[config.mk]
export PLATFORM = sky130hd
export DESIGN_NAME = wb_cmd_master
export DESIGN_NICKNAME = d
export VERILOG_FILES = /design/src/rtl/wb_master_pkg.sv /design/src/rtl/wb_timeout_cntr.sv /design/src/rtl/wb_cmd_master.sv
export SDC_FILE = /design/constraint.sdc
export NUM_CORES = 1
export LEC_CHECK = 0
export CAP_MARGIN = 25
export CELL_PAD_IN_SITES_DETAIL_PLACEMENT = 1
export CELL_PAD_IN_SITES_GLOBAL_PLACEMENT = 1
export CORE_AREA = 2 2 82 163
export DETAILED_ROUTE_END_ITERATION = 6
export DIE_AREA = 0 0 84 165
export HOLD_SLACK_MARGIN = 0.12
export PLACE_DENSITY = 0.79
export SKIP_LAST_GASP = 1
export SLEW_MARGIN = 0
export SYNTH_ARGS = -nofsm -noshare
export SYNTH_HDL_FRONTEND = slang
export SYNTH_HIERARCHICAL = 1
export SYNTH_SLANG_ARGS = --single-unit
[constraint.sdc]
create_clock -name WB_CLK -period 2.2 [get_ports WB_CLK]
set_input_delay 0.33 -clock WB_CLK [delete_from_list [all_inputs] [get_ports WB_CLK]]
set_output_delay 0.33 -clock WB_CLK [all_outputs]
set_load 0.1 [all_outputs]
[src/rtl/wb_master_pkg.sv]
// rtl/wb_master_pkg.sv - shared state encoding and defaults for the Wishbone command master
package wb_master_pkg;

    typedef enum logic [1:0] {
        ST_IDLE = 2'd0,
        ST_BUS  = 2'd1,
        ST_RSP  = 2'd2
    } wb_state_t;

    localparam logic [31:0] ERR_READ_VALUE_DEF = 32'hBAD_FAB_AC;

endpackage

[src/rtl/wb_timeout_cntr.sv]
// rtl/wb_timeout_cntr.sv - bus-phase cycle counter flagging when the ACK wait limit is reached
module wb_timeout_cntr #(
    parameter int TIMEOUT_CYCLES = 255,
    localparam int CW = $clog2(TIMEOUT_CYCLES + 1)
) (
    input  logic clk,
    input  logic rst_n,
    input  logic start,
    input  logic inc,
    output logic expired
);

    logic [CW-1:0] count;

    // Loaded with 1 at accept so the value equals the current bus-phase cycle number
    always_ff @(posedge clk or negedge rst_n) begin
        if (!rst_n) begin
            count <= '0;
        end else if (start) begin
            count <= CW'(1);
        end else if (inc) begin
            count <= count + 1'b1;
        end else begin
            count <= '0;
        end
    end

    assign expired = (count == CW'(TIMEOUT_CYCLES));

endmodule

[src/rtl/wb_cmd_master.sv]
// rtl/wb_cmd_master.sv - single-outstanding command/response to Wishbone initiator with ACK timeout
module wb_cmd_master
    import wb_master_pkg::*;
#(
    parameter int          ADDRWIDTH      = 17,
    parameter int          TIMEOUT_CYCLES = 255,
    parameter logic [31:0] ERR_READ_VALUE = ERR_READ_VALUE_DEF
) (
    input  logic                 WB_CLK,
    input  logic                 WB_RST_n,
    input  logic                 cmd_valid_i,
    output logic                 cmd_ready_o,
    input  logic [ADDRWIDTH-1:0] cmd_adr_i,
    input  logic                 cmd_we_i,
    input  logic [3:0]           cmd_byte_stb_i,
    input  logic [31:0]          cmd_dat_i,
    output logic                 rsp_valid_o,
    input  logic                 rsp_ready_i,
    output logic [31:0]          rsp_dat_o,
    output logic                 rsp_err_o,
    output logic [ADDRWIDTH-1:0] WBs_ADR,
    output logic                 WBs_CYC,
    output logic                 WBs_STB,
    output logic                 WBs_WE,
    output logic                 WBs_RD,
    output logic [3:0]           WBs_BYTE_STB,
    output logic [31:0]          WBs_WR_DAT,
    input  logic [31:0]          WBs_RD_DAT,
    input  logic                 WBs_ACK
);

    wb_state_t state;
    logic      accept;
    logic      expired;

    assign cmd_ready_o = (state == ST_IDLE);
    assign accept      = cmd_valid_i && cmd_ready_o;

    wb_timeout_cntr #(
        .TIMEOUT_CYCLES(TIMEOUT_CYCLES)
    ) u_timeout (
        .clk    (WB_CLK),
        .rst_n  (WB_RST_n),
        .start  (accept),
        .inc    (state == ST_BUS),
        .expired(expired)
    );

    // The Wishbone output registers double as the latched command for the whole bus phase
    always_ff @(posedge WB_CLK or negedge WB_RST_n) begin
        if (!WB_RST_n) begin
            state        <= ST_IDLE;
            WBs_ADR      <= '0;
            WBs_CYC      <= 1'b0;
            WBs_STB      <= 1'b0;
            WBs_WE       <= 1'b0;
            WBs_RD       <= 1'b0;
            WBs_BYTE_STB <= 4'h0;
            WBs_WR_DAT   <= 32'h0;
            rsp_valid_o  <= 1'b0;
            rsp_err_o    <= 1'b0;
            rsp_dat_o    <= 32'h0;
        end else begin
            case (state)
                ST_IDLE: begin
                    if (accept) begin
                        state        <= ST_BUS;
                        WBs_ADR      <= cmd_adr_i;
                        WBs_CYC      <= 1'b1;
                        WBs_STB      <= 1'b1;
                        WBs_WE       <= cmd_we_i;
                        WBs_RD       <= ~cmd_we_i;
                        WBs_BYTE_STB <= cmd_byte_stb_i;
                        WBs_WR_DAT   <= cmd_we_i ? cmd_dat_i : 32'h0;
                    end
                end
                ST_BUS: begin
                    if (WBs_ACK || expired) begin
                        state        <= ST_RSP;
                        WBs_ADR      <= '0;
                        WBs_CYC      <= 1'b0;
                        WBs_STB      <= 1'b0;
                        WBs_WE       <= 1'b0;
                        WBs_RD       <= 1'b0;
                        WBs_BYTE_STB <= 4'h0;
                        WBs_WR_DAT   <= 32'h0;
                        rsp_valid_o  <= 1'b1;
                        // An ACK on the final allowed cycle still wins over the timeout
                        if (WBs_ACK) begin
                            rsp_err_o <= 1'b0;
                            rsp_dat_o <= WBs_WE ? 32'h0 : WBs_RD_DAT;
                        end else begin
                            rsp_err_o <= 1'b1;
                            rsp_dat_o <= ERR_READ_VALUE;
                        end
                    end
                end
                ST_RSP: begin
                    if (rsp_ready_i) begin
                        state       <= ST_IDLE;
                        rsp_valid_o <= 1'b0;
                    end
                end
                default: begin
                    state <= ST_IDLE;
                end
            endcase
        end
    end

endmodule
==> flow_metrics.tcl <==
set metrics [dict create \
    die_w_um 84 \
    status "complete, no violations" \
    cp.required_ns 2.43 \
    synth_nets 397 \
    synthCells 305 \
    netlist_area_um2 3860 \
    grt_overflow 0 \
    rows 58 \
    path_class "reg2reg" \
    ys_warn_count 6 \
    vias_per_cell 4.94 \
    cts_root_buf "clkbuf_16" \
    fillers 1348 \
    antenna_found_initial 0 \
    start_kind "register" \
    port_buffers 182 \
    cts_resized 0 \
    cts.sink_count 100 \
    hold_path_class "reg2reg" \
    yosysSeqAreaShare 0.649 \
    dp_cells 626 \
    grt_max_degree 62 \
    cts_tree "done" \
    tightest_slew_ns 0.536 \
    finalSetupViolCount 0 \
    worstPathCellList "ha_1 -> nand3_1 -> nor2_1 -> nor2_1 -> a211o_2 -> buf_12 -> a22o_1" \
    drive_gt1_frac 0.252 \
    rsz0062_at_grt "no" \
    slowest_stage "dfrtp_1" \
    slew_headroom 0.642 \
    clockBufferDepth 2 \
    multi_input_area_um2 1240 \
    die-area_um2 13900 \
    fin_crit_ns 1.90 \
    dp_hpwl_um 8740 \
    num_vias 3174 \
    arrival_ns 2.13 \
    gp_congestion 0.748 \
    drcViolationCount 0 \
    htreeDepth 3 \
    timing_hold_violations_final 0 \
    syn_avg_cell_area_um2 12.6 \
    grt_pass1_vias 3591 \
    cpPeakStageDelay_ns 0.38 \
    crit_top_cell "nor2_1" \
    clock.fmax_mhz 526 \
    first_pass_iters 4 \
    stdcell_count 643 \
    path_clk_slew_ns 0.07 \
    cp.buffers_inverters 1 \
    io_pins 183 \
    ys_types 29 \
    dr.first_iter.drc_count 88 \
    wl_um 11500 \
    grt_use_total 0.171 \
    clk_latency_ns 0.34 \
    maxCapViolCount 0 \
    core_um2 12600 \
    seq_area_um2 2500 \
    ant_nets 0 \
    path_max_fanout 54 \
    cts_made_buffers 9 \
    ys_ff_latch 100 \
    n_antenna_cell 0 \
    finalCritPeriodShare 0.864 \
    fin_util 0.478 \
    final_common_cell "buf_4" \
    final_cell_mix "buf_4 (102), dfrtp_1 (100), clkdlybuf4s50_1 (89)" \
    fin_worst_skew_ns 0.00648 \
    drv_slew 0 \
    setup.worst_path.end_class "register" \
    die_h_um 165 \
    start_util 0.307 \
    grt_pass1_wl_um 18600 \
    wl_per_cell_um 18.0 \
    fin_setup_tns_ns 0 \
    area_growth_pct 55.5 \
    cpLargestDelayFamily "compound AO/OA/AOI/OAI gates" \
    layout.nets 580 \
]
[logic make-up (layout without fill, tap and decap cells)]
logic type      after synthesis  in the layout  synth area share
fa+ha+maj                     1              1           0.00324
compound gates              111            111             0.220
mux                           1              1           0.00260
buf+inv                      27            215            0.0318
flops                       100            100             0.649
xor+xnor                      3              3           0.00682
simple gates                 62             62            0.0866
[cell usage after synthesis]
master	n	area, um2
ha_1	1	12.5
nand2_1	16	60.1
inv_2	1	3.75
xnor2_1	1	8.76
nor4_1	1	6.26
nand2b_1	3	18.8
o22a_1	21	184
o21a_1	1	7.51
o21ai_0	24	120
clkbuf_1	8	30.0
a211o_1	1	8.76
inv_1	3	11.3
a21o_1	5	37.5
nor2b_1	23	144
dfrtp_1	100	2500
buf_4	1	7.51
nand3_1	3	15.0
buf_2	14	70.1
nor2_1	8	30.0
xor2_1	2	17.5
nand4_1	1	6.26
a21oi_1	3	15.0
or3_1	3	18.8
o21ai_1	4	20.0
mux2i_1	1	10.0
nor3b_2	1	12.5
and2_1	2	12.5
nand3_2	1	10.0
a22o_1	52	455
[metrics by stage]
| step | setup WS [ns] | hold WS [ns] | cell area (um2) |
|---|---|---|---|
| final | 0.298 | 0.502 | 6000 |
| after global routing | 0.176 | 0.521 | 6000 |
| after CTS | 0.284 | 0.509 | 6000 |
| after detailed placement | 0.265 | 0.362 | 5660 |
| after global placement | 0.328 | 0.354 | 5660 |
| after floorplan | 0.182 | 0.0344 | 3860 |
[timing repair]
action | 4_1_cts | 5_1_grt
endpoints found under the hold margin | 100 | 0
buffers inserted | 0 | 0
hold buffers | 1 | 0
[area by class of cell]
| type | count | area share |
|---|---|---|
| Sequential cell | 100 | 0.417 |
| Multi-Input combinational cell | 178 | 0.207 |
| Timing Repair Buffer | 195 | 0.288 |
| Clock inverter | 5 | 0.0142 |
| Inverter | 4 | 0.00250 |
| Clock buffer | 11 | 0.0405 |
| Tap cell | 150 | 0.0313 |
[metal layers]
metal,vias up,GRT usage,share of wire
met5,-,0,0
met4,0,0.0587,0.018
met3,12,0.0320,0.052
met2,128,0.332,0.57
met1,1570,0.183,0.36
li1,1464,-,-
[state kept, by name (all words and copies together), names as in the netlist]
signal,cells
u_timeout/count,8
WBs_STB,1
WBs_WE,1
state,2
WBs_RD,1
rsp_err_o,1
WBs_ADR,17
WBs_WR_DAT,32
WBs_BYTE_STB,4
rsp_dat_o,32
rsp_valid_o,1
[final timing paths]
path / slack (ns) / startpoint / cells past startpoint / end
setup reg to reg: 0.30 / u_timeout/count[0] / 7 / WBs_WR_DAT[28]
setup / recovery: 0.30 / u_timeout/count[0] / 7 / WBs_WR_DAT[28]
hold reg to reg: 0.50 / WBs_RD / 1 / WBs_RD
max in group asynchronous: 1.24 / WB_RST_n / 3 / WBs_WR_DAT[7]
hold / removal: 0.50 / WBs_RD / 1 / WBs_RD
min in group asynchronous: 0.53 / WB_RST_n / 3 / rsp_dat_o[28]
[worst register-to-register path: stages, from the launching register on]
cell and delay (ns):
dfrtp_1 0.38, ha_1 0.25, nand3_1 0.09, nor2_1 0.14
nor2_1 0.07, a211o_2 0.38, buf_12 0.20, a22o_1 0.29
Power is not shown: default switching activity piles up to over one toggle a cycle in this logic, so the estimate is an artifact.
